`config.mk`:
```
export PLATFORM = sky130hd
export DESIGN_NAME = timer_periph
export DESIGN_NICKNAME = d
export VERILOG_FILES = /design/src/rtl/timer_periph.sv
export SDC_FILE = /design/constraint.sdc
export NUM_CORES = 1
export LEC_CHECK = 0
export ABC_AREA = 1
export BUFFER_PORTS_ARGS = -buffer_cell sky130_fd_sc_hd__buf_2
export CORE_MARGIN = 1
export CORE_UTILIZATION = 53
export DETAILED_ROUTE_END_ITERATION = 7
export GPL_TIMING_DRIVEN = 0
export PLACE_DENSITY = 0.77
export SYNTH_ARGS = -nofsm -noshare
export SYNTH_HDL_FRONTEND = slang
export SYNTH_SLANG_ARGS = --single-unit
```
`constraint.sdc`:
```
create_clock -name clk_i -period 1.84 [get_ports clk_i]
set_clock_uncertainty 0.2 [all_clocks]
set_input_delay 0 -clock clk_i [delete_from_list [all_inputs] [get_ports clk_i]]
set_output_delay 0 -clock clk_i [all_outputs]
set_load 0.02 [all_outputs]
```
`src/rtl/timer_periph.sv`:
```
// Memory-mapped 32-bit timer/compare peripheral with gnt/rvalid bus handshake.
// Define TIMER_PRESCALER_EN to build the 8-bit prescaler (CTRL.PRESC).
module timer_periph #(
  parameter int          ADDR_W      = 4,
  parameter logic [31:0] RST_COMPARE = 32'hFFFF_FFFF
) (
  input  logic              clk_i,
  input  logic              rstn_i,
  input  logic              en_i,
  input  logic              data_req_i,
  output logic              data_gnt_o,
  output logic              data_rvalid_o,
  output logic [31:0]       data_rdata_o,
  input  logic              data_we_i,
  input  logic [3:0]        data_be_i,
  input  logic [ADDR_W-1:0] data_addr_i,
  input  logic [31:0]       data_wdata_i,
  output logic              timer_irq_o
);

  localparam logic [ADDR_W-3:0] IDX_CTRL    = (ADDR_W-2)'(0);
  localparam logic [ADDR_W-3:0] IDX_COUNT   = (ADDR_W-2)'(1);
  localparam logic [ADDR_W-3:0] IDX_COMPARE = (ADDR_W-2)'(2);
  localparam logic [ADDR_W-3:0] IDX_STATUS  = (ADDR_W-2)'(3);

  logic              req_ok, wr, rd;
  logic [ADDR_W-3:0] widx;
  logic              wr_ctrl, wr_count, wr_compare, wr_status;
  logic              en_q, autoreload_q, irq_en_q, match_q;
  logic [31:0]       count_q, compare_q;
  logic              tick, match_hit;
  logic [7:0]        presc_rd;
  logic [31:0]       read_val;
  logic              rvalid_q;
  logic [31:0]       rdata_q;
  logic              addr_unused;

  assign req_ok     = data_req_i & en_i;
  assign data_gnt_o = req_ok;
  assign wr         = req_ok & data_we_i;
  assign rd         = req_ok & ~data_we_i;
  assign widx       = data_addr_i[ADDR_W-1:2];
  assign addr_unused = ^data_addr_i[1:0];

  assign wr_ctrl    = wr && (widx == IDX_CTRL);
  assign wr_count   = wr && (widx == IDX_COUNT);
  assign wr_compare = wr && (widx == IDX_COMPARE);
  assign wr_status  = wr && (widx == IDX_STATUS);

  function automatic logic [31:0] merge_be(input logic [31:0] old_v,
                                           input logic [31:0] new_v,
                                           input logic [3:0]  be);
    logic [31:0] r;
    r = old_v;
    for (int i = 0; i < 4; i++) begin
      if (be[i]) r[8*i +: 8] = new_v[8*i +: 8];
    end
    return r;
  endfunction

`ifdef TIMER_PRESCALER_EN
  logic [7:0] presc_q, pcnt_q;

  assign tick     = en_q && (pcnt_q == presc_q);
  assign presc_rd = presc_q;

  // A PRESC write restarts the prescale period from zero.
  always_ff @(posedge clk_i or negedge rstn_i) begin
    if (!rstn_i) begin
      presc_q <= 8'h00;
      pcnt_q  <= 8'h00;
    end else begin
      if (wr_ctrl && data_be_i[1]) begin
        presc_q <= data_wdata_i[15:8];
        pcnt_q  <= 8'h00;
      end else if (en_q) begin
        pcnt_q  <= tick ? 8'h00 : pcnt_q + 8'd1;
      end
    end
  end
`else
  assign tick     = en_q;
  assign presc_rd = 8'h00;
`endif

  // Match is judged on the pre-write COUNT even when software overwrites it.
  assign match_hit = tick && (count_q == compare_q);

  // NOTE: sequential state uses non-blocking assignments so every register
  // samples the pre-edge values of its neighbours.
  always_ff @(posedge clk_i or negedge rstn_i) begin
    if (!rstn_i) begin
      en_q         <= 1'b0;
      autoreload_q <= 1'b0;
      irq_en_q     <= 1'b0;
      count_q      <= 32'h0;
      compare_q    <= RST_COMPARE;
      match_q      <= 1'b0;
    end else begin
      if (wr_ctrl && data_be_i[0]) begin
        en_q         <= data_wdata_i[0];
        autoreload_q <= data_wdata_i[1];
        irq_en_q     <= data_wdata_i[2];
      end
      if (wr_count)
        count_q <= merge_be(count_q, data_wdata_i, data_be_i);
      else if (tick)
        count_q <= (match_hit && autoreload_q) ? 32'h0 : count_q + 32'd1;
      if (wr_compare)
        compare_q <= merge_be(compare_q, data_wdata_i, data_be_i);
      // Set wins over a simultaneous write-1-to-clear.
      if (match_hit)
        match_q <= 1'b1;
      else if (wr_status && data_be_i[0] && data_wdata_i[0])
        match_q <= 1'b0;
    end
  end

  // NOTE: every always_comb output gets a default first so no latch is inferred.
  always_comb begin
    read_val = 32'h0;
    case (widx)
      IDX_CTRL:    read_val = {16'h0, presc_rd, 5'b0, irq_en_q, autoreload_q, en_q};
      IDX_COUNT:   read_val = count_q;
      IDX_COMPARE: read_val = compare_q;
      IDX_STATUS:  read_val = {31'h0, match_q};
      default:     read_val = 32'h0;
    endcase
  end

  always_ff @(posedge clk_i or negedge rstn_i) begin
    if (!rstn_i) begin
      rvalid_q <= 1'b0;
      rdata_q  <= 32'h0;
    end else begin
      rvalid_q <= req_ok;
      rdata_q  <= rd ? read_val : 32'h0;
    end
  end

  assign data_rvalid_o = rvalid_q;
  assign data_rdata_o  = rdata_q;
  assign timer_irq_o   = match_q & irq_en_q;

endmodule

```
==> flow_summary.yaml, run 1 <==
detailed_routing:
  route.detailed.drc: 0
  finalWirelength_microns: 16100
  wire_per_inst_microns: 14.2
  detailroute.via_count: 5987
  final_antenna_net_count: 0
  drtPass1Iterations: 5
  detail_route.vias_per_cell: 5.27
  drtIter0Drc: 482
die:
  design.core.area_sq_um: 10800
  floorplan.io_pins: 80
  dieWidth_microns: 107
  dieArea_sq_um: 11500
  initial_utilization: 0.544
  num_rows: 38
  chipHeight_microns: 107
sta:
  layout_min_cycle_time_ns: 2.13
  rsz0062_at_grt: "true"
  worst_slew_margin_rel: 0.513
  slew_viol_final: 0
  setup_total_negative_slack_ns: -7.38
  timing_hold_violations_final: 5
  maximum_frequency_from_static_timing_analysis_ghz: 0.469
  whs_ns: -0.0130
  actual_slew_at_the_worst_max_slew_pin_ns: 0.730
  finalCritPeriodShare: 1.16
  setup-violations-final: 33
  final_critical_path_setup_slack_ns: -0.291
synthesis:
  ys_ff_latch: 101
  synth-main-ff-cell: "dfrtp_1"
  number_of_warnings_reported_in_the_yosys_synthesis_log: 0
  mappedNetlistArea_sq_um: 5890
  synth.top_cells.by_area: "dfrtp_1 29%, nand2_1 20%, dfstp_2 14%, a21oi_1 6.1%, inv_1 5.4%"
  postSynthNetCount: 882
  post_synth_inst_count: 836
  yosysTopAreaCellShare: 0.293
  synth-edff-count: 0
  postSynth.asyncResetShare: 1.00
  post-synth-top-area-cell: "dfrtp_1"
  mapped_avg_cell_area_sq_um: 7.05
  seq_area_frac_synth: 0.436
  netlist-cell-type-count: 40
placed_design:
  dp_hpwl_microns: 10900
  dpl_worst_slack_ns: -0.337
  place.gp.congestion: 0.919
  port_buffers: 77
  dp_cell_count: 1054
global_route:
  vias_in_the_first_global_route: 5420
  track_usage: 0.288
  grt_first_pass_wirelength_microns: 25800
  number_of_antenna_violations_at_the_first_check_in_global_routing: 0
  grt_overflow_total: 0
  maximum_number_of_pins_on_one_net_before_global_route_repair: 57
power:
  power_density_nw_per_um2: 1080
  clock_power_share: 0.167
  swShare: 0.417
  power.leakage_uw: 0.00392
  power_switching_uw: 3370
  internal-power_uw: 4710
  share_comb_of_total_power: 0.427
  worst_ir_drop_vdd_v: 0.000576
  sequentialPowerShare: 0.406
run_status:
  status: "finished with violations"
  failed_checks: "negative hold slack, negative setup slack"
clock_tree:
  cts_buffer_depth: 2
  h-tree-depth: 3
  clk_pin_slew_worst_paths_ns: 0.11
  numCtsBuffers: 9
  clock_latency_ns: 0.39
  clock_sink_count: 101
  cts_root_buf: "clkbuf_8"
  cts_tree: "done"
critical_path:
  worst-path-max-fanout: 10
  critical_path_class: "reg -> reg"
  critical_path_required_ns: 1.93
  critPathCaptureType: "flop"
  worstSetupStartpointType: "flop"
  arrival_ns: 2.22
final_layout:
  num-nets-final: 1038
  area_delta_synth_final_pct: 27.2
  share_of_final_layout_standard_cells_stronger_than_drive_strength_1: 0.255
  final_cell_count_no_fill: 1137
  final_core_utilization: 0.692
  antenna_cells: 0
  num-fill-cells: 908
job:
  timing.max_cap.violations: 0
worst_hold_path:
  worstHoldPathType: "in -> async"
==> critical path, cell delays in order (launching register included) <==
cell and delay (ns):
dfstp_2 0.54, inv_1 0.06, nand2_1 0.08, nand2_1 0.06, nor2_1 0.12, nand2_2 0.07
nor2_4 0.13, nand2_2 0.07, nor2_4 0.13, nand3_4 0.12, buf_6 0.18, nand2_1 0.07
nand2_1 0.06, nand2_1 0.07, nand2_1 0.06
==> placed cells by master, fill, tap and decap left out, drive strengths merged, types with 16 or more instances in the layout <==
cell type	instances
nor2	84
xor2	16
o21ai	43
dfrtp	69
nand2	322
buf	116
dfstp	32
dlygate4sd3	48
clkbuf	30
a21oi	75
inv	95
nand3	21
==> final cells by class <==
| cell class | count | area, sq um | area share |
|---|---|---|---|
| multi-input cells | 601 | 2960 | 0.394 |
| plain buffers | 38 | 199 | 0.0265 |
| clock buffers | 11 | 141 | 0.0189 |
| inverters | 96 | 360 | 0.0481 |
| well taps | 140 | 175 | 0.0234 |
| repair buffers | 145 | 1060 | 0.141 |
| clock inverters | 5 | 37.5 | 0.00501 |
| flip-flops and latches | 101 | 2570 | 0.343 |
==> per-layer routing <==
layer / GRT usage / up-vias / wire (microns)
met5: 0 / - / 0
met4: 0.108 / 0 / 429
met3: 0.0454 / 42 / 1040
met2: 0.464 / 233 / 7450
met1: 0.390 / 2812 / 7180
li1: - / 2900 / -
==> cell usage after synthesis (all sizes together) (14+ instances only) <==
master	number
nand2	322
dfrtp	69
nor3	14
o21ai	43
nand3	21
clkbuf	18
nor2	84
inv	95
a21oi	75
buf	20
dfstp	32
xor2	16
==> per-stage QoR <==
step                power (uW)  hold slack, ns  area (sq um)
global route              8660          0.0717          7500
finish                    8080         -0.0130          7500
detailed placement        6180         -0.0981          6480
global placement          6100          0.0497          6450
floorplan                 5430          -0.496          5890
CTS                       7610          0.0292          7180
==> path summary, 6_finish.rpt <==
| kind | from | to | slack [ns] | cells past startpoint |
|---|---|---|---|---|
| setup / recovery | compare_q[11] | count_q[2] | -0.29 | 14 |
| setup reg to reg | compare_q[11] | count_q[2] | -0.29 | 14 |
| hold / removal | rstn_i | data_rdata_o[2] | -0.01 | 2 |
| hold reg to reg | compare_q[29] | compare_q[29] | 0.29 | 2 |
| max in group asynchronous | rstn_i | compare_q[16] | 0.69 | 3 |
| min in group clk_i | data_we_i | match_q | 0.08 | 5 |
==> power groups by stage <==
stage | Combinational (uW) | Clock (uW) | Sequential, uW
6_report | 3450 | 1350 | 3280
3_3_place_gp | 2800 | 0 | 3300
2_1_floorplan | 2240 | 0 | 3200
5_1_grt | 3890 | 1430 | 3340
3_5_place_dp | 2870 | 0 | 3310
4_1_cts | 2990 | 1340 | 3280
==> flip-flops by register name, summed over array words and instances, names as in the netlist <==
| name | flops |
|---|---|
| autoreload_q | 1 |
| compare_q | 32 |
| count_q | 32 |
| data_rdata_o | 32 |
| data_rvalid_o | 1 |
| en_q | 1 |
| irq_en_q | 1 |
| match_q | 1 |
==> logic make-up (layout without fill, tap and decap cells) <==
kind of cell,count (synthesis),in the layout,share of synthesized area
AOI/OAI and AO/OA,125,125,0.112
xor gates and xnor gates,25,25,0.0372
adders and majority gates,1,1,0.00212
buffers and inverters,134,295,0.0934
DFF,101,101,0.436
muxes,3,3,0.00573
and+or+nand+nor,447,447,0.314
==> timing repair <==
item / in CTS / in global routing
gates resized for setup: 7 / 62
hold buffers: 48 / 0
setup buffers: 2 / 16
pin swaps: 1 / 10
setup endpoints to repair: 32 / 36
gates cloned: 0 / 1
endpoints found under the hold margin: 157 / 0
Note: power is estimated with default switching activity, not from simulation.
==> run 2, diff against run 1 <==
--- a/config.mk
+++ b/config.mk
@@ -14,2 +14,3 @@
 export PLACE_DENSITY = 0.77
+export SKIP_CTS_REPAIR_TIMING = 1
 export SYNTH_ARGS = -nofsm -noshare
==> constraint.sdc (replaced) <==
create_clock -name clk_i -period 1.84 [get_ports clk_i]
set_clock_uncertainty 0.2 [all_clocks]
set_input_delay 0.368 -clock clk_i [delete_from_list [all_inputs] [get_ports clk_i]]
set_output_delay 0.368 -clock clk_i [all_outputs]
set_load 0.02 [all_outputs]
==> run 2 against run 1 <==
The flow finishes with violations (negative setup slack). Via count down 8.4%. Critical path depth unchanged. Hold slack better by 0.036 ns. Combinational power down 10%. Setup slack better by 0.0066 ns. Sequential share of layout area up 3.3 points. Clock power up 4%. Non-clock buffer count down 60. Power down 3.4%. Core utilization down 6.1 points. First-iteration DRC count down 21%. Critical endpoint is now count_q[12].
==> flow_summary.yaml, run 2 (synthesis gave the netlist of run 1 again) <==
clock_tree:
  cts_tree: "done"
  clock_sink_count: 101
  clock_latency_ns: 0.38
  cts_root_buf: "clkbuf_8"
  cts_buffer_depth: 2
  clk_pin_slew_worst_paths_ns: 0.10
  numCtsBuffers: 9
  h-tree-depth: 3
global_route:
  maximum_number_of_pins_on_one_net_before_global_route_repair: 55
  grt_first_pass_wirelength_microns: 24800
  track_usage: 0.277
  grt_overflow_total: 0
  vias_in_the_first_global_route: 5046
  number_of_antenna_violations_at_the_first_check_in_global_routing: 0
sta:
  final_critical_path_setup_slack_ns: -0.285
  whs_ns: 0.0234
  maximum_frequency_from_static_timing_analysis_ghz: 0.471
  layout_min_cycle_time_ns: 2.12
  slew_viol_final: 0
  actual_slew_at_the_worst_max_slew_pin_ns: 0.660
  worst_slew_margin_rel: 0.560
  timing_hold_violations_final: 0
  setup-violations-final: 32
  finalCritPeriodShare: 1.15
  rsz0062_at_grt: "true"
detailed_routing:
  finalWirelength_microns: 15100
  final_antenna_net_count: 0
  wire_per_inst_microns: 14.0
  route.detailed.drc: 0
  drtIter0Drc: 380
  detailroute.via_count: 5484
  detail_route.vias_per_cell: 5.09
  drtPass1Iterations: 5
job:
  timing.max_cap.violations: 0
die:
  floorplan.io_pins: 80
  dieWidth_microns: 107
  initial_utilization: 0.544
  dieArea_sq_um: 11500
  num_rows: 38
  design.core.area_sq_um: 10800
  chipHeight_microns: 107
power:
  internal-power_uw: 4560
  share_comb_of_total_power: 0.397
  power_density_nw_per_um2: 1140
  clock_power_share: 0.181
  power.leakage_uw: 0.00364
  worst_ir_drop_vdd_v: 0.000535
  sequentialPowerShare: 0.422
  power_switching_uw: 3240
  swShare: 0.416
placed_design:
  place.gp.congestion: 0.915
  dpl_worst_slack_ns: -0.518
  dp_hpwl_microns: 11000
  port_buffers: 77
  post_dp_area_sq_um: 6490
run_status:
  failed_checks: "negative setup slack"
  status: "finished with violations"
final_layout:
  postLayoutCellArea_sq_um: 6830
  mostFrequentLayoutCell: "nand2_1"
  final_core_utilization: 0.630
  area_delta_synth_final_pct: 15.9
  antenna_cells: 0
  num-nets-final: 978
  mostFrequentLayoutCells: "307 x nand2_1, 88 x buf_2, 81 x inv_1"
  share_of_final_layout_standard_cells_stronger_than_drive_strength_1: 0.237
critical_path:
  crit_path_cell_trace: "buf_2 -> nor2_2 -> nor2_1 -> nor2_2 -> nand2_2 -> nor2_4 -> nand2_2 -> nor2_4 -> nand3_4 -> buf_6 -> nand2_1 -> nand2_1 -> nand2_1 -> nand2_1"
  ff2ff_setup_slack_ns: -0.28
  critPathMostFrequentCell: "nand2_1"
  worst-path-max-fanout: 10
  cpPeakStageDelay_ns: 0.37
  timing.critical_path.buf_inv: 2
  critical_path_class: "reg -> reg"
  cpMaxStageDelayCell: "dfrtp_1"
  cpLargestDelayFamily: "simple AND/OR/NAND/NOR gates"
  worstSetupStartpointType: "flop"
  critPathCaptureType: "flop"
  critical_path_required_ns: 1.91
  arrival_ns: 2.20
worst_hold_path:
  worstHoldPathType: "in -> reg"
[run 2: cell count changes in the layout (fill, tap and decap cells not counted), sizes merged]
cell,delta
buf,-13
clkinv,-1
clkinvlp,-1
dlygate4sd3,-47
inv,+2
[run 2: worst reg2reg max path: cells and delay by family, from the launching register on]
family	cells	cell delay [ns]
buf+inv	2	0.34
simple gates	12	1.11
flops	1	0.37
[run 2: final timing paths]
kind	start	end	cells past startpoint
worst max-delay path	count_q[18]	count_q[12]	14
worst min-delay path	data_wdata_i[24]	compare_q[24]	3
worst max register to register	count_q[18]	count_q[12]	14
worst min register to register	compare_q[24]	compare_q[24]	2
max in group asynchronous	rstn_i	compare_q[14]	3
min in group asynchronous	rstn_i	irq_en_q	2
[run 2: layout make-up]
cell class	instances	area, sq um
fill	1001	4010
multi-input combinational	601	2870
sequential	101	2570
timing repair buffer	85	474
inverter	96	360
buffer	38	193
tap	140	175
clock buffer	11	151
clock inverter	5	42.5
[run 2: metrics by stage]
stage	power, uW	TNS, ns	instances
6_report	7800	-7.07	1077
5_1_grt	8390	-10.41	1077
4_1_cts	7590	-11.21	1070
3_5_place_dp	6190	-23.60	1054
3_3_place_gp	6100	-93.23	1053
2_1_floorplan	5440	0	836
[run 2: metal layers]
metal	GRT usage	up-vias	wire, microns
li1	-	2778	-
met1	0.387	2526	7000
met2	0.446	159	6910
met3	0.0533	21	948
met4	0.0626	0	226
met5	0	-	0
[run 2: power by group through the flow]
stage	logic [uW]	clock network (uW)	registers, uW
final	3100	1410	3290
after global routing	3540	1500	3350
after CTS	2900	1420	3280
after detailed placement	2870	0	3320
after global placement	2800	0	3300
after floorplan	2240	0	3200
